$ cat config.mk
export PLATFORM = sky130hd
export DESIGN_NAME = pio_ws_sequencer_flat
export DESIGN_NICKNAME = d
export VERILOG_FILES = /design/src/rtl/pio_pkg.sv /design/src/rtl/pio_ws_sequencer_if.sv /design/src/rtl/pio_rom_loader.sv /design/src/rtl/pio_ws_sequencer.sv /design/src/flat_wrapper.sv
export SDC_FILE = /design/constraint.sdc
export NUM_CORES = 1
export LEC_CHECK = 0
export CORE_MARGIN = 3
export CORE_UTILIZATION = 45
export CTS_CLUSTER_DIAMETER = 40
export DETAILED_ROUTE_END_ITERATION = 12
export PLACE_DENSITY_LB_ADDON = 0.2
export SLEW_MARGIN = 20
export SYNTH_ARGS = -nofsm -noshare
export SYNTH_HDL_FRONTEND = slang
export SYNTH_SLANG_ARGS = --single-unit
$ cat constraint.sdc
create_clock -name clk_25mhz -period 2.3 [get_ports clk_25mhz]
set_input_delay 0.345 -clock clk_25mhz [delete_from_list [all_inputs] [get_ports clk_25mhz]]
set_output_delay 0.345 -clock clk_25mhz [all_outputs]
set_load 0.005 [all_outputs]
$ cat src/rtl/pio_pkg.sv
// Shared types and constants for the WS2812 PIO sequencer.
package pio_pkg;

  // PIO action codes driven on pio_action.
  localparam logic [5:0] ACT_NONE = 6'd0;
  localparam logic [5:0] ACT_LOAD = 6'd1;
  localparam logic [5:0] ACT_PUSH = 6'd4;

  // ROM address width and config word layout: [35:32] action, [31:0] data.
  localparam int ADDR_W      = 5;
  localparam int PROG_W      = 16;
  localparam int CONF_ACT_W  = 4;
  localparam int CONF_DATA_W = 32;
  localparam int CONF_W      = CONF_ACT_W + CONF_DATA_W;

  typedef enum logic [2:0] {
    LOAD_PROG,
    LOAD_CONF,
    IDLE,
    STREAM,
    GAP
  } seq_state_t;

endpackage

$ cat src/rtl/pio_ws_sequencer_if.sv
// Pixel stream and PIO bus between the sequencer, upstream pattern logic
// and the pio block. The sequencer uses the master modport.
//
// Pixel handshake: a pixel is consumed in a cycle where pix_ready=1, and
// pix_ready is only ever high while pix_valid was high at the preceding
// clock edge. Upstream holds pix_data stable while pix_valid=1 and
// pix_ready=0. Pushes to the PIO TX FIFO are never back-to-back, so
// pix_ready is never high in two consecutive cycles.
interface pio_ws_sequencer_if;
  import pio_pkg::*;

  logic        pix_valid;
  logic [23:0] pix_data;
  logic        pix_ready;
  logic [5:0]  pio_action;
  logic [31:0] pio_din;
  logic [4:0]  pio_index;
  logic [1:0]  pio_mindex;
  logic [3:0]  tx_full;
  seq_state_t  state;      // sequencer FSM state, for observation only

  modport master (
    input  pix_valid, pix_data, tx_full,
    output pix_ready, pio_action, pio_din, pio_index, pio_mindex, state
  );

  modport slave (
    output pix_valid, pix_data, tx_full,
    input  pix_ready, pio_action, pio_din, pio_index, pio_mindex, state
  );

endinterface

$ cat src/rtl/pio_rom_loader.sv
// Walks a registered-read ROM from address 0 to LEN-1 while enabled and
// reports each word one cycle after its address, with a done pulse on the
// last word.
module pio_rom_loader
  import pio_pkg::*;
#(
  parameter int LEN    = 32,
  parameter int DATA_W = 16
) (
  input  logic              clk_25mhz,
  input  logic              reset,
  input  logic              en,
  output logic [ADDR_W-1:0] rom_addr,
  input  logic [DATA_W-1:0] rom_data,
  output logic              issue_valid,
  output logic [ADDR_W-1:0] issue_index,
  output logic [DATA_W-1:0] issue_data,
  output logic              done
);

  logic [ADDR_W:0]   cnt;
  logic              pend;
  logic [ADDR_W-1:0] pend_idx;
  logic              issue;

  assign issue       = en && (cnt < (ADDR_W+1)'(LEN));
  assign rom_addr    = cnt[ADDR_W-1:0];
  assign issue_valid = pend;
  assign issue_index = pend_idx;
  assign issue_data  = rom_data;
  assign done        = pend && (pend_idx == ADDR_W'(LEN - 1));

  // Address counter; remembers which index the ROM is returning next cycle.
  always_ff @(posedge clk_25mhz) begin
    if (reset) begin
      cnt      <= '0;
      pend     <= 1'b0;
      pend_idx <= '0;
    end else begin
      pend <= issue;
      if (issue) begin
        cnt      <= cnt + 1'b1;
        pend_idx <= cnt[ADDR_W-1:0];
      end
    end
  end

endmodule

$ cat src/rtl/pio_ws_sequencer.sv
// Loads the PIO program and config, then streams WS2812 frames into the
// selected state machine's TX FIFO with a latch gap after each frame.
module pio_ws_sequencer
  import pio_pkg::*;
#(
  parameter int PROG_LEN = 32,
  parameter int CONF_LEN = 5,
  parameter int NUM_PIX  = 16,
  parameter int GAP_CYC  = 1250,
  parameter int SM_IDX   = 0
) (
  input  logic                clk_25mhz,
  input  logic                reset,
  output logic [ADDR_W-1:0]   prog_addr,
  input  logic [PROG_W-1:0]   prog_data,
  output logic [ADDR_W-1:0]   conf_addr,
  input  logic [CONF_W-1:0]   conf_data,
  input  logic                frame_start,
  output logic                cfg_done,
  output logic                busy,
  output logic [7:0]          stall_cnt,
  pio_ws_sequencer_if.master  bus
);

  if (GAP_CYC < 1 || GAP_CYC > 65535) begin : g_gap_range
    $error("GAP_CYC must be within 1..65535");
  end

  seq_state_t         state, state_n;
  logic [7:0]         pix_cnt, pix_cnt_n;
  logic [15:0]        gap_cnt, gap_cnt_n;
  logic [5:0]         action_n;
  logic [31:0]        din_n;
  logic [4:0]         index_n;
  logic               ready_n;
  logic               conf_done_q;
  logic               sm_full, push;
  logic               prog_v, prog_done, conf_v, conf_done;
  logic [ADDR_W-1:0]  prog_idx, conf_idx;
  logic [PROG_W-1:0]  prog_word;
  logic [CONF_W-1:0]  conf_word;

  pio_rom_loader #(.LEN(PROG_LEN), .DATA_W(PROG_W)) u_prog_loader (
    .clk_25mhz   (clk_25mhz),
    .reset       (reset),
    .en          (state == LOAD_PROG),
    .rom_addr    (prog_addr),
    .rom_data    (prog_data),
    .issue_valid (prog_v),
    .issue_index (prog_idx),
    .issue_data  (prog_word),
    .done        (prog_done)
  );

  pio_rom_loader #(.LEN(CONF_LEN), .DATA_W(CONF_W)) u_conf_loader (
    .clk_25mhz   (clk_25mhz),
    .reset       (reset),
    .en          (state == LOAD_CONF),
    .rom_addr    (conf_addr),
    .rom_data    (conf_data),
    .issue_valid (conf_v),
    .issue_index (conf_idx),
    .issue_data  (conf_word),
    .done        (conf_done)
  );

  // The cycle after a push (pix_ready high) is always idle so tx_full has
  // time to reflect the word just pushed.
  assign sm_full   = bus.tx_full[SM_IDX];
  assign push      = (state == STREAM) && bus.pix_valid && !sm_full && !bus.pix_ready;
  assign bus.state = state;

  // State and counter registers.
  always_ff @(posedge clk_25mhz) begin
    if (reset) begin
      state   <= LOAD_PROG;
      pix_cnt <= '0;
      gap_cnt <= '0;
    end else begin
      state   <= state_n;
      pix_cnt <= pix_cnt_n;
      gap_cnt <= gap_cnt_n;
    end
  end

  // Next state and next values of the registered PIO/handshake outputs.
  always_comb begin
    state_n   = state;
    pix_cnt_n = pix_cnt;
    gap_cnt_n = gap_cnt;
    action_n  = ACT_NONE;
    din_n     = '0;
    index_n   = '0;
    ready_n   = 1'b0;
    case (state)
      LOAD_PROG: begin
        if (prog_v) begin
          action_n = ACT_LOAD;
          index_n  = prog_idx;
          din_n    = {16'h0000, prog_word};
        end
        if (prog_done) state_n = LOAD_CONF;
      end
      LOAD_CONF: begin
        if (conf_v) begin
          action_n = {2'b00, conf_word[CONF_W-1:CONF_DATA_W]};
          index_n  = conf_idx;
          din_n    = conf_word[CONF_DATA_W-1:0];
        end
        if (conf_done) state_n = IDLE;
      end
      IDLE: begin
        if (frame_start) begin
          state_n   = STREAM;
          pix_cnt_n = '0;
        end
      end
      STREAM: begin
        if (push) begin
          action_n  = ACT_PUSH;
          din_n     = {bus.pix_data, 8'h00};
          ready_n   = 1'b1;
          pix_cnt_n = pix_cnt + 8'd1;
          if (pix_cnt == 8'(NUM_PIX - 1)) begin
            state_n   = GAP;
            gap_cnt_n = '0;
          end
        end
      end
      GAP: begin
        if (gap_cnt == 16'(GAP_CYC - 1)) state_n = IDLE;
        else                              gap_cnt_n = gap_cnt + 16'd1;
      end
      default: state_n = LOAD_PROG;
    endcase
  end

  // Registered outputs; cfg_done follows the last config action by a cycle.
  always_ff @(posedge clk_25mhz) begin
    if (reset) begin
      bus.pio_action <= ACT_NONE;
      bus.pio_din    <= '0;
      bus.pio_index  <= '0;
      bus.pio_mindex <= '0;
      bus.pix_ready  <= 1'b0;
      busy           <= 1'b0;
      conf_done_q    <= 1'b0;
      cfg_done       <= 1'b0;
    end else begin
      bus.pio_action <= action_n;
      bus.pio_din    <= din_n;
      bus.pio_index  <= index_n;
      bus.pio_mindex <= (action_n != ACT_NONE) ? 2'(SM_IDX) : 2'd0;
      bus.pix_ready  <= ready_n;
      busy           <= (state_n == STREAM) || (state_n == GAP);
      conf_done_q    <= conf_done;
      cfg_done       <= cfg_done | conf_done_q;
    end
  end

  // Saturating count of STREAM cycles held off by a full TX FIFO.
  always_ff @(posedge clk_25mhz) begin
    if (reset) begin
      stall_cnt <= '0;
    end else if ((state == STREAM) && bus.pix_valid && sm_full && (stall_cnt != 8'hFF)) begin
      stall_cnt <= stall_cnt + 8'd1;
    end
  end

endmodule

$ cat src/flat_wrapper.sv
// flat-port wrapper written by rule: the top's interface ports become plain ports
module pio_ws_sequencer_flat import pio_pkg::*;
#(
  parameter int PROG_LEN = 32,
  parameter int CONF_LEN = 5,
  parameter int NUM_PIX  = 16,
  parameter int GAP_CYC  = 1250,
  parameter int SM_IDX   = 0
)
  (clk_25mhz, reset, prog_addr, prog_data, conf_addr, conf_data, frame_start, cfg_done, busy, stall_cnt, bus_pix_valid, bus_pix_data, bus_tx_full, bus_pix_ready, bus_pio_action, bus_pio_din, bus_pio_index, bus_pio_mindex, bus_state);
  pio_ws_sequencer_if bus_i ();
  input  logic clk_25mhz;
  input  logic reset;
  output logic [ADDR_W-1:0] prog_addr;
  input  logic [PROG_W-1:0] prog_data;
  output logic [ADDR_W-1:0] conf_addr;
  input  logic [CONF_W-1:0] conf_data;
  input  logic frame_start;
  output logic cfg_done;
  output logic busy;
  output logic [7:0] stall_cnt;
  input wire logic [$bits(bus_i.pix_valid)-1:0] bus_pix_valid;
  input wire logic [$bits(bus_i.pix_data)-1:0] bus_pix_data;
  input wire logic [$bits(bus_i.tx_full)-1:0] bus_tx_full;
  output wire logic [$bits(bus_i.pix_ready)-1:0] bus_pix_ready;
  output wire logic [$bits(bus_i.pio_action)-1:0] bus_pio_action;
  output wire logic [$bits(bus_i.pio_din)-1:0] bus_pio_din;
  output wire logic [$bits(bus_i.pio_index)-1:0] bus_pio_index;
  output wire logic [$bits(bus_i.pio_mindex)-1:0] bus_pio_mindex;
  output wire logic [$bits(bus_i.state)-1:0] bus_state;
  assign bus_i.pix_valid = bus_pix_valid;
  assign bus_i.pix_data = bus_pix_data;
  assign bus_i.tx_full = bus_tx_full;
  assign bus_pix_ready = bus_i.pix_ready;
  assign bus_pio_action = bus_i.pio_action;
  assign bus_pio_din = bus_i.pio_din;
  assign bus_pio_index = bus_i.pio_index;
  assign bus_pio_mindex = bus_i.pio_mindex;
  assign bus_state = bus_i.state;
  pio_ws_sequencer #(.PROG_LEN(PROG_LEN), .CONF_LEN(CONF_LEN), .NUM_PIX(NUM_PIX), .GAP_CYC(GAP_CYC), .SM_IDX(SM_IDX)) u_core (.clk_25mhz(clk_25mhz), .reset(reset), .prog_addr(prog_addr), .prog_data(prog_data), .conf_addr(conf_addr), .conf_data(conf_data), .frame_start(frame_start), .cfg_done(cfg_done), .busy(busy), .stall_cnt(stall_cnt), .bus(bus_i));
endmodule
### Yosys cells after proc, flatten, opt, wreduce, memory -nomap -nowiden

Index checks and enable logic that the tools add are counted.

| word-level totals | value |
|---|---|
| bits in registers | 106 |
| latch bits | 0 |
| memory bits (writable) | 0 |
| ROM bits | 0 |
| input bits | 84 |
| output and inout bits | 69 |
| word-level logic and storage cells | 85 |
| memories | 0 |

| cells by class | value |
|---|---|
| add/sub/neg operators | 5 |
| multiply operators | 0 |
| divide/modulo/power cells | 0 |
| order comparisons | 2 |
| equality and inequality tests | 15 |
| shift operators | 0 |
| mux-type cells | 26 |
| bitwise logic cells | 2 |
| reductions and logical operators | 18 |

Operators with widths:

| cell | number |
|---|---|
| one-hot mux 32 bit (3 select lines) | 1 |
| 2-to-1 mux 16 bit | 4 |
| 2-to-1 mux 32 bit | 2 |
| one-hot mux 16 bit (2 select lines) | 1 |
| 2-to-1 mux 3 bit | 7 |
| one-hot mux 6 bit (3 select lines) | 1 |
| adder 16 x 1 -> 16 bit, second input constant | 1 |
| adder 8 x 1 -> 8 bit, second input constant | 2 |
| equality test 16 x 11 -> 1 bit, second input constant | 1 |
| 2-to-1 mux 8 bit | 2 |
| one-hot mux 8 bit (2 select lines) | 1 |
| one-hot mux 3 bit (5 select lines) | 1 |
| adder 6 x 1 -> 6 bit, second input constant | 2 |
| 2-to-1 mux 5 bit | 2 |
| one-hot mux 5 bit (2 select lines) | 1 |
| equality test 3 x 2 -> 1 bit, second input constant | 3 |
| logical AND 1 bit | 9 |
| equality test 8 x 4 -> 1 bit, second input constant | 1 |
| inequality test 8 bit, second input constant | 1 |
| equality test 3 bit, second input constant | 2 |
| less-than comparator 6 x 3 -> 1 bit, second input constant | 1 |
| less-than comparator 6 bit, second input constant | 1 |
| inequality test 2 bit, second input constant | 3 |
| equality test 5 x 3 -> 1 bit, second input constant | 1 |
| 14 further kinds | 17 |

### Longest topological paths before layout

Gate-level depths: netlist of run 1.

| logic depth | value |
|---|---|
| word-level depth | 8 |
| gate-level depth with buffers | 8 |
| mapped depth without buffers | 7 |

### By module

From an unflattened synthesis of run 1, not the netlist that was laid out.

| unflattened totals | value |
|---|---|
| cells, all modules | 547 |
| area, all modules | 4799.6 um^2 |

Modules (own cells, without submodules):

| module | instances | cells an instance | area each (um^2) |
|---|---|---|---|
| pio_ws_sequencer | 1 | 378 | 3348.2 |
| pio_rom_loader (u_core.u_conf_loader) | 1 | 92 | 810.8 |
| pio_rom_loader (u_core.u_prog_loader) | 1 | 77 | 640.6 |

### Worst setup path before layout of run 1

No wires, ideal clock.

| path | value |
|---|---|
| path type | register to register |
| start | reg u_core.state[0] (netlist: u_core.bus.state[0]) |
| end | reg u_core.gap_cnt[6] |
| arrival time | 1661 ps |
| setup slack | 580 ps |
| stages on the path, launching flop included | 9 |
| cell sequence | dfxtp_1 -> buf_6 -> and4b_1 -> buf_4 -> and4_1 -> buf_6 -> o21ai_2 -> or4_1 -> nand2_1 |

| between the ends | value |
|---|---|
| longest elaborated chain between the ends | 6 |
| elaborated cells between the ends (all ways) | 11 |

RTL lines:

| what | RTL line | text |
|---|---|---|
| start, declared | pio_ws_sequencer.sv:29 | `seq_state_t state, state_n;` |
| start signal, assigned | pio_ws_sequencer.sv:80 | `state <= state_n;` |
| equality test 3 x 2 -> 1 bit | pio_ws_sequencer.sv:70, pio_ws_sequencer.sv:95 |  |
| logical AND 1 bit (3 in series) | pio_ws_sequencer.sv:70 | `assign push = (state == STREAM) && bus.pix_valid && !sm_full && !bus.pix_ready;` |
| inequality test 2 x 1 -> 1 bit (no line) | -- |  |
| AND reduction 4 bit (no line) | -- |  |
| end signal, assigned | pio_ws_sequencer.sv:82 | `gap_cnt <= gap_cnt_n;` |
| end, declared | pio_ws_sequencer.sv:31 | `logic [15:0] gap_cnt, gap_cnt_n;` |

Parallel ways exist; a longest one is shown, timed or not.
A chain may end at the register's enable or synchronous reset.

### Worst setup path after layout of run 1

| path | value |
|---|---|
| start | reg u_core.state[1] (netlist: u_core.bus.state[1]) |
| end | reg u_core.stall_cnt[5] |

| between the ends | value |
|---|---|
| longest elaborated chain between the ends | 4 |

RTL lines:

| what | RTL line | text |
|---|---|---|
| equality test 3 x 2 -> 1 bit | pio_ws_sequencer.sv:165 | `end else if ((state == STREAM) && bus.pix_valid && sm_full && (stall_cnt != 8'hFF)) begin` |
| logical AND 1 bit (3 in series) | pio_ws_sequencer.sv:165 |  |
| end signal, assigned | pio_ws_sequencer.sv:166 | `stall_cnt <= stall_cnt + 8'd1;` |
| end, declared | pio_ws_sequencer.sv:21 | `output logic [7:0] stall_cnt,` |

Every way passes these cells.

==> results of run 1 <==
[cell usage after synthesis (all sizes together)]
master / number
nor2: 105
dfxtp: 104
a22oi: 29
buf: 25
clkbuf: 18
xnor2: 18
xor2: 13
nand2: 12
nand3: 11
a21oi: 10
mux2i: 10
a222oi: 8
inv: 8
nand4: 8
nor3: 8
ha: 7
o211ai: 6
o21ai: 6
a211oi: 5
nor4: 5
nor4b: 5
and2: 4
and3b: 4
and4: 4
nand2b: 4
nor2b: 4
nor3b: 4
or3: 3
a31oi: 2
o2111ai: 2
and3: 1
and4b: 1
and4bb: 1
conb: 1
nand3b: 1
nand4b: 1
o21a: 1
o22ai: 1
o32ai: 1
or2: 1
or4: 1
[where the power goes]
| part | switching [µW] | internal, µW |
|---|---|---|
| combinational | 85.8 | 179 |
| clock | 573 | 410 |
| sequential | 13.0 | 1820 |
| total | 672 | 2410 |
[tightest hold or removal path, delay by kind of cell, from the launching register on]
| kind | cells | cell delay (ns) |
|---|---|---|
| flops | 1 | 0.32 |
| simple gates | 2 | 0.11 |
[worst min-delay path by stage]
stage / startpoint / endpoint / slack [ns] / cells after the start
2_1_floorplan: u_core.conf_done_q / u_core.cfg_done / 0.42 / 2
4_1_cts: u_core.conf_done_q / u_core.cfg_done / 0.47 / 2
3_3_place_gp: u_core.conf_done_q / u_core.cfg_done / 0.43 / 2
6_report: u_core.conf_done_q / u_core.cfg_done / 0.46 / 2
3_5_place_dp: u_core.conf_done_q / u_core.cfg_done / 0.45 / 2
5_1_grt: u_core.u_conf_loader.cnt[5] / u_core.u_conf_loader.cnt[5] / 0.50 / 1
[layer usage]
layer | vias to the layer above | part of all wire
met5 | - | 0
met4 | 0 | 0.015
met3 | 14 | 0.061
met2 | 133 | 0.49
met1 | 1798 | 0.44
li1 | 1862 | -
[metrics by stage]
stage          cell area (µm²)  power, µW  setup WS (ns)  cells  utilization
2_1_floorplan             4290       1950          0.580    466            -
3_3_place_gp              5830       2140          0.175    710        0.649
3_5_place_dp              5830       2140          0.120    710        0.649
4_1_cts                   5990       3120          0.248    724        0.667
5_1_grt                   5990       3210         0.0982    724        0.667
6_report                  5990       3080          0.274    724        0.667
[layout make-up]
class,instances,area share
Clock buffer,11,0.0236
Clock inverter,3,0.00334
Inverter,8,0.00501
Multi-Input combinational cell,311,0.327
Sequential cell,104,0.348
Tap cell,126,0.0263
Timing Repair Buffer,161,0.267
[layout by cell type, fill, tap and decap left out, types with 10 or more instances in the layout]
cell type	count
clkdlybuf4s50_1	145
clkbuf_8	10
xnor2_1	18
nor2_1	105
nand3_1	11
dfxtp_1	104
xor2_1	13
mux2i_1	10
a22oi_1	29
nand2_1	12
buf_4	14
[registers in the layout, summed over array words and instances, names as in the netlist, 3 cells and up]
| name | flops |
|---|---|
| u_core.bus.pio_action | 4 |
| u_core.bus.pio_din | 32 |
| u_core.bus.pio_index | 5 |
| u_core.bus.state | 3 |
| u_core.gap_cnt | 16 |
| u_core.pix_cnt | 8 |
| u_core.stall_cnt | 8 |
| u_core.u_conf_loader.cnt | 6 |
| u_core.u_conf_loader.issue_index | 5 |
| u_core.u_prog_loader.cnt | 6 |
| u_core.u_prog_loader.issue_index | 5 |
[cell families (layout without fill, tap and decap cells)]
group	count (synthesis)	after routing	share of synthesized area
AND/OR/NAND/NOR	188	188	0.220
flip-flops	104	104	0.487
AO/OA/AOI/OAI	71	71	0.122
buffers and inverters	51	183	0.0635
XOR/XNOR	31	31	0.0635
multiplexers	10	10	0.0234
adder cells (fa/ha/maj)	7	7	0.0205
other	1	4	0.000877
==> flow_summary.toml, run 1 <==
[synthesis]
synth_warnings = 0
synth_top_cell_area_share = 0.487
synthDistinctLibCells = 52
ys_seq_elements = 104
postSynthAreaPerCell_um2 = 9.24
ys_top_cells_by_area = "dfxtp_1 (49%), nor2_1 (9.2%), a22oi_1 (5.1%)"
synth_top_area_cell = "dfxtp_1"
syn_inst = 463
synth_area_mm2 = 0.00428
synth-seq-area-share = 0.487

[routing]
wire_per_inst_um = 15.1
drcViolationCount = 0
dr.pass1.iters = 6
via_per_inst = 5.26
antenna_left = 0
drt_iter0_markers = 136
wl_um = 11000
vias = 3807

[clock_tree]
cts_root_buf = "clkbuf_8"
post-cts-setup-buffers = 0
cts_resized = 0
cts_tree = "yes"
insertion_delay_ns = 0.36
htree_levels = 3
cts_buffer_depth = 2
cts_num_sinks = 104
clk_pin_slew_worst_paths_ns = 0.09
cts_hold_buf = 0
cts_buffers = 9

[grt]
grt_pass1_wl_um = 18500
grt_max_degree = 42
grt_util_met1 = 0.258
grt_usage = 0.206
grt_pass1_vias = 3671
overflow = 0
grt-busiest-layer = "met2"
use_met3 = 0.0504
antenna_found_initial = 0
met2_usage = 0.350

[setup_path]
max_stage_delay_ns = 0.62
end_kind = "flop"
reg2reg_depth = 5
reg2reg_slack_ns = 0.27
start_kind = "flop"
crit_slowest_cell = "dfxtp_1"
r2r-end = "u_core.stall_cnt[5]"
endpoint = "u_core.stall_cnt[5]"
required_ns = 2.55
critPathMaxFanout = 12
worst-path-buf-inv = 0
path_class = "reg -> reg"
crit_chain = "and4b_1 > o211ai_1 > nor3_1 > xnor2_1 > nor2_1"
crit_family = "simple AND/OR/NAND/NOR gates"
arrival_ns = 2.28
crit_start = "u_core.bus.state[1]"
r2r-start = "u_core.bus.state[1]"
cp.depth = 5

[flow_run]
drv_cap = 0

[run_status]
status = "completed"

[placed_design]
hpwl_um = 8290
io_buffers = 145
gp_congestion = 0.821

[sta]
skew_ns = 0.00941
finalCritPeriodShare = 0.881
setup_viol = 0
rsz0062_at_grt = "false"
hold_viol = 0
max_freq_mhz = 494
hold_ws_ns = 0.456
final.setup.tns_ns = 0
slew_violations = 0
post-route-min-period_ns = 2.03
tightestPinTransition_ns = 0.704
maxSlewHeadroom = 0.529

[cells_and_area]
seq_area_mm2 = 0.00208
fin_nets = 686
n_fill_cell = 737
syn_to_final_growth_pct = 40.0
multi_input_area_mm2 = 0.00196
drive_above_1_share = 0.0669
antennaDiodeCount = 0

[floorplanning]
die_x_um = 104
initial_core_util = 0.477
num_io_pins = 153
num_rows = 34
core_area_mm2 = 0.00898
die_y_um = 104
dieArea_mm2 = 0.0107

[power]
leakage_uw = 0.00222
power_density_mw_per_mm2 = 515
vdd_drop_max_mv = 0.275

[min_path]
hold_path_class = "reg -> reg"
No activity file was read; power rests on OpenSTA's default activity.
==> run 2: changes to the inputs <==
--- a/config.mk
+++ b/config.mk
@@ -5,12 +5,13 @@
 export SDC_FILE = /design/constraint.sdc
 export NUM_CORES = 1
 export LEC_CHECK = 0
-export CORE_MARGIN = 3
-export CORE_UTILIZATION = 45
+export CORE_UTILIZATION = 47
 export CTS_CLUSTER_DIAMETER = 40
 export DETAILED_ROUTE_END_ITERATION = 12
 export PLACE_DENSITY_LB_ADDON = 0.2
+export SKIP_CTS_REPAIR_TIMING = 1
 export SLEW_MARGIN = 20
 export SYNTH_ARGS = -nofsm -noshare
 export SYNTH_HDL_FRONTEND = slang
+export SYNTH_HIERARCHICAL = 1
 export SYNTH_SLANG_ARGS = --single-unit
==> run 2 against run 1 <==
Register-to-register slack worse by 0.23 ns; sequential cell count is the same; worst setup slack worse by 0.23 ns; maximum frequency down 10%; largest power group unchanged; cell count is 8.7% higher; sequential power barely moved; non-clock buffer count rose by 18; highest routed layer unchanged; critical path depth increased by 2; clock power up 37%.
==> flow_summary.toml, run 2 <==
[run_status]
status = "completed"

[routing]
vias = 4067
via_per_inst = 5.17
drcViolationCount = 0
dr.pass1.iters = 4
antenna_left = 0
wl_um = 11200
drt_iter0_markers = 158
wire_per_inst_um = 14.3

[synthesis]
synthDistinctLibCells = 55
synth_mux_area_frac = 0.0154
synthFlopType = "dfxtp_1"
synth.most_common_cell = "dfxtp_1"
synth_warnings = 6
synth_area_mm2 = 0.00480
ys_seq_elements = 104
synth_edf_count = 0
ys_async_sr_fraction = 0
synth_top_cell_area_share = 0.434
ys_top_cells_by_area = "dfxtp_1 (43%), buf_4 (10%), a22oi_1 (5.8%)"
synthXorXnorAreaFrac = 0.0310
synth_simple_gate_area_frac = 0.221
synth_common_cells = "dfxtp_1 (104), nor2_1 (68), buf_4 (67)"
synth_top_area_cell = "dfxtp_1"
postSynthAreaPerCell_um2 = 8.77
synth-seq-area-share = 0.434
synth_top_family_by_area = "simple AND/OR/NAND/NOR gates"
syn_inst = 547
synthAdderAreaFrac = 0.0182
synth-compound-area-share = 0.143

[floorplanning]
num_io_pins = 153
num_rows = 36
core_area_mm2 = 0.00982
die_y_um = 103
initial_core_util = 0.489
dieArea_mm2 = 0.0106
die_x_um = 103

[sta]
finalCritPeriodShare = 0.980
max_freq_mhz = 444
setup_viol = 0
hold_viol = 0
post-route-min-period_ns = 2.25
maxSlewHeadroom = 0.553
rsz0062_at_grt = "false"
tightestPinTransition_ns = 0.670
slew_violations = 0
skew_ns = 0.0143
hold_ws_ns = 0.457

[cells_and_area]
largest_register_ffs = 32
fin_nets = 740
layout_common_cells = "clkdlybuf4s50_1 (145), dfxtp_1 (103), nor2_1 (67), nand2_1 (39), a22oi_1 (37)"
final_common_cell = "clkdlybuf4s50_1"
top_register = "u_core/bus.pio_din"
top_regs = "u_core/bus.pio_din (32), u_core/gap_cnt (16)"
antennaDiodeCount = 0
design_area_mm2 = 0.00637
syn_to_final_growth_pct = 32.7
drive_above_1_share = 0.104

[setup_path]
crit_family = "simple AND/OR/NAND/NOR gates"
critPathMaxFanout = 6
cpMostUsedCell = "buf_12"
reg2reg_slack_ns = 0.05
max_stage_delay_ns = 0.61
end_kind = "flop"
worst-path-buf-inv = 2
required_ns = 2.55
start_kind = "flop"
crit_chain = "or4bb_1 > or4_4 > mux2i_4 > buf_12 > buf_12 > or3_1 > a21oi_2"
path_class = "reg -> reg"
arrival_ns = 2.50
crit_slowest_cell = "or4_4"

[grt]
grt_max_degree = 42
grt_pass1_vias = 3900
grt_pass1_wl_um = 18000
grt_usage = 0.215
antenna_found_initial = 0
overflow = 0

[min_path]
hold_path_class = "reg -> reg"

[clock_tree]
clk_pin_slew_worst_paths_ns = 0.10
cts_root_buf = "clkbuf_8"
htree_levels = 3
cts_tree = "yes"
cts_buffer_depth = 2
cts_num_sinks = 104
cts_buffers = 9
insertion_delay_ns = 0.36

[power]
vdd_drop_max_mv = 0.355
leakage_uw = 0.00226
power_density_mw_per_mm2 = 542

[flow_run]
drv_cap = 0

[placed_design]
place_area_mm2 = 0.00604
hpwl_um = 8160
gp_congestion = 0.803
io_buffers = 145
-- run 2: tightest hold or removal path: stages (launching register included) --
cell and delay [ns]:
dfxtp_1 0.32, nor2_1 0.04, nor2_1 0.07
-- run 2: path summary, 6_finish.rpt --
check	endpoint	from	cells past startpoint
min	u_core/cfg_done	u_core/conf_done_q	2
min reg2reg	u_core/cfg_done	u_core/conf_done_q	2
max reg2reg	u_core/gap_cnt[5]	u_core/gap_cnt[2]	7
max	u_core/gap_cnt[5]	u_core/gap_cnt[2]	7
-- run 2: metrics by stage --
stage | cells | worst slack [ns] | power (µW) | TNS (ns) | utilization
3_3_place_gp | 765 | 0.0376 | 2140 | 0 | 0.615
2_1_floorplan | 550 | 0.0629 | 2020 | 0 | -
5_1_grt | 787 | 0.00246 | 3580 | 0 | 0.649
6_report | 787 | 0.0460 | 3450 | 0 | 0.649
4_1_cts | 781 | -0.0269 | 3490 | -0.0879 | 0.640
3_5_place_dp | 765 | -0.0211 | 2140 | -0.0419 | 0.615
-- run 2: power breakdown --
part	total, µW	leakage (µW)	switching (µW)	internal [µW]
Combinational	268	0.00130	88.6	179
Clock	1350	0.000121	594	758
Sequential	1830	0.000842	12.7	1820
Total	3450	0.00226	695	2760
-- run 2: cell families (layout without fill, tap and decap cells) --
group / Yosys count / in the layout
AOI/OAI and AO/OA: 105 / 105
buffers and inverters: 101 / 204
and+or+nand+nor: 206 / 206
muxes: 6 / 7
other: 1 / 4
DFF: 104 / 104
xor gates and xnor gates: 17 / 17
adders and majority gates: 7 / 7
-- run 2: final cells by class --
type                    instances  area, µm²
fillers                       873       3450
multi-input cells             346       2090
flip-flops and latches        104       2080
repair buffers                179       1750
well taps                     133        166
clock buffers                  12        145
clock inverters                 4       98.8
inverters                       9       33.8
-- run 2: layer usage --
metal | routed length [µm] | vias up | track usage
li1 | - | 2035 | -
met1 | 4840 | 1909 | 0.258
met2 | 5640 | 97 | 0.374
met3 | 441 | 26 | 0.0414
met4 | 316 | 0 | 0.0953
met5 | 0 | - | 0
==> edit, RTL diff (settings of run 1) <==
Compare `pix_cnt` against `8'(NUM_PIX - 1)` with >= in place of ==.
--- a/src/rtl/pio_ws_sequencer.sv
+++ b/src/rtl/pio_ws_sequencer.sv
@@ -121,7 +121,7 @@
           din_n     = {bus.pix_data, 8'h00};
           ready_n   = 1'b1;
           pix_cnt_n = pix_cnt + 8'd1;
-          if (pix_cnt == 8'(NUM_PIX - 1)) begin
+          if (pix_cnt >= 8'(NUM_PIX - 1)) begin
             state_n   = GAP;
             gap_cnt_n = '0;
           end
Function: no difference found for any inputs over 10 cycles, from zero or initial values and one cycle with reset high; that may be too few to reach the edited logic, so the function may still have changed.
==> edit against run 1 <==
- wire length increased by 11%
- area after synthesis increased by 4.7%
- worst setup slack improved by 0.080 ns
- clock skew increased by 0.0024 ns
- sequential share of layout area decreased by 1.3 points
- sequential cell count unchanged
- largest power group unchanged
- power increased by 5.4%
- final area increased by 4.0%
==> edit: results (changes against run 1) <==
- Status: complete, no violations
- R2r startpoint: u_core.pix_cnt[4]$_SDFFE_PP0P_
- Global-route wire length before repair: 19,100 um (+3.3%)
- Met1 WL: 4870 um (+2.0%)
- Min-delay worst type: in -> reg
- First drt pass iteration count: 8 (+2)
- CP Data Arrival Time: 2.24 ns (-0.04 ns)
- Largest net degree at the start of global routing: 42 (unchanged)
- Post-DP Area: 6030 um2 (+3.5%)
- Top sig layer: met4
- Sw Pwr: 0.735 mW (+9.4%)
- Hold depth: 2 (unchanged)
- Worst-case vdd ir drop: 0.395 mV (+44%)
- Slew @ Worst Pin: 0.591 ns (-0.113 ns)
- Layout cells sized above 1: 7.27% (+0.58 points)
- Post-synth top cells: dfxtp_1 (104), nor2_1 (73), a22oi_1 (29)
- DRT iter0 DRCs: 219 (+61%)
- Worst Path Max Fanout: 8 (-4)
- Total grt overflow: 0 (unchanged)
- Total CTS buffers: 9 (unchanged)
- Clock slew seen by the registers of the worst setup and hold paths: 0.10 ns
- Initial antenna violation count: 0 (unchanged)
- Worst-Skew Late Latency: 0.37 ns
- Pre-CTS WS: 0.152 ns (+0.0316 ns)
- Grt met2 use: 36.9% (+1.9 points)
- Yosys cell types: 50 (-3.8%)
- Worst reg2reg path depth: 5 (unchanged)
- P_leak: 2.29 nW (+2.9%)
- DP HPWL: 8820 um (+6.3%)
- Met3 Routed Length: 489 um (-27%)
- Layout fillers: 788 (+6.9%)
- Hold Crit Endpoint: u_core.pix_cnt[0]$_SDFFE_PP0P_
- Gpl congestion: 0.892 (+8.6%)
- Vias in the first global route: 3,825 (+4.2%)
- Clock Path Buffers: 2 (unchanged)
- Top post-synthesis cells by area: dfxtp_1 (46%), nor2_1 (6.1%), a22oi_1 (4.9%), mux2i_1 (4.2%), a21oi_1 (2.8%)
- FF-to-FF End: u_core.gap_cnt[7]$_SDFFE_PP0P_
- Via count: 4,072 (+7.0%)
- Final min period: 1.95 ns (-0.0802 ns)
- CP max stage delay: 0.56 ns (-0.06 ns)
- Dpl cells: 732 (+3.1%)
- Non-Filler Instances: 748 (+3.3%)
- HP Start: reset
- M3 GR Usage: 3.80% (-1.2 points)
- Met2 wire length: 6460 um (+21%)
- Area grow syn2layout: 39.0%
- Hold Slack: 0.425 ns (-0.0315 ns)
- Met1 Track Usage GR: 25.3% (-0.52 points)
- # nets final: 705 (+2.8%)
- # resized after CTS: 0 (unchanged)
- Avg Inst Size Synth: 9.22 um2 (-0.25%)
- Layout Skew: 0.0118 ns (+0.00237 ns)
- Register area share after synthesis: 46.5% (-2.2 points)
- Tot GR Track Use: 21.0% (+0.41 points)
- Top flop regs: u_core.bus.pio_din x32, u_core.gap_cnt x16
- CTS root buf: clkbuf_8
- Synth warn: 0 (unchanged)
- WL final: 12,200 um (+11%)
- CP max-delay cell: or4_1
==> edit: power groups by stage <==
stage / sequential (mW) / combinational [mW] / clock (mW)
after detailed placement: 1.88 / 0.274 / 0
after floorplan: 1.88 / 0.0882 / 0
final: 1.83 / 0.274 / 1.14
after global placement: 1.88 / 0.270 / 0
after CTS: 1.83 / 0.276 / 1.16
after global routing: 1.84 / 0.293 / 1.24
==> edit: layout make-up <==
class / count / area share [%]
Multi-Input combinational cell: 332 / 34.7
Sequential cell: 104 / 33.4
Timing Repair Buffer: 161 / 25.8
Tap cell: 129 / 2.59
Clock buffer: 10 / 2.05
Clock inverter: 6 / 1.13
Inverter: 6 / 0.362
==> edit: cell families (layout without fill, tap and decap cells) <==
kind of cell / Yosys count / count (layout) / share of synthesized area, %
buf+inv: 53 / 183 / 5.89
flops: 104 / 104 / 46.5
simple gates: 200 / 200 / 25.0
compound gates: 89 / 89 / 13.7
fa+ha+maj: 7 / 7 / 1.96
mux: 21 / 21 / 4.75
xor+xnor: 11 / 11 / 2.15
other cells: 1 / 4 / 0.0837
==> edit: worst max path at each step <==
stage                                              start                               to  cells past startpoint
after floorplan           u_core.bus.state[1]$_SDFF_PP0_   u_core.gap_cnt[8]$_SDFFE_PP0P_                      6
after global placement                     bus_pix_valid   u_core.pix_cnt[7]$_SDFFE_PP0P_                      7
after detailed placement                   bus_pix_valid   u_core.pix_cnt[7]$_SDFFE_PP0P_                      7
after CTS                 u_core.pix_cnt[4]$_SDFFE_PP0P_   u_core.gap_cnt[7]$_SDFFE_PP0P_                      5
after global routing      u_core.pix_cnt[4]$_SDFFE_PP0P_  u_core.gap_cnt[15]$_SDFFE_PP0P_                      5
final                     u_core.pix_cnt[4]$_SDFFE_PP0P_   u_core.gap_cnt[7]$_SDFFE_PP0P_                      5
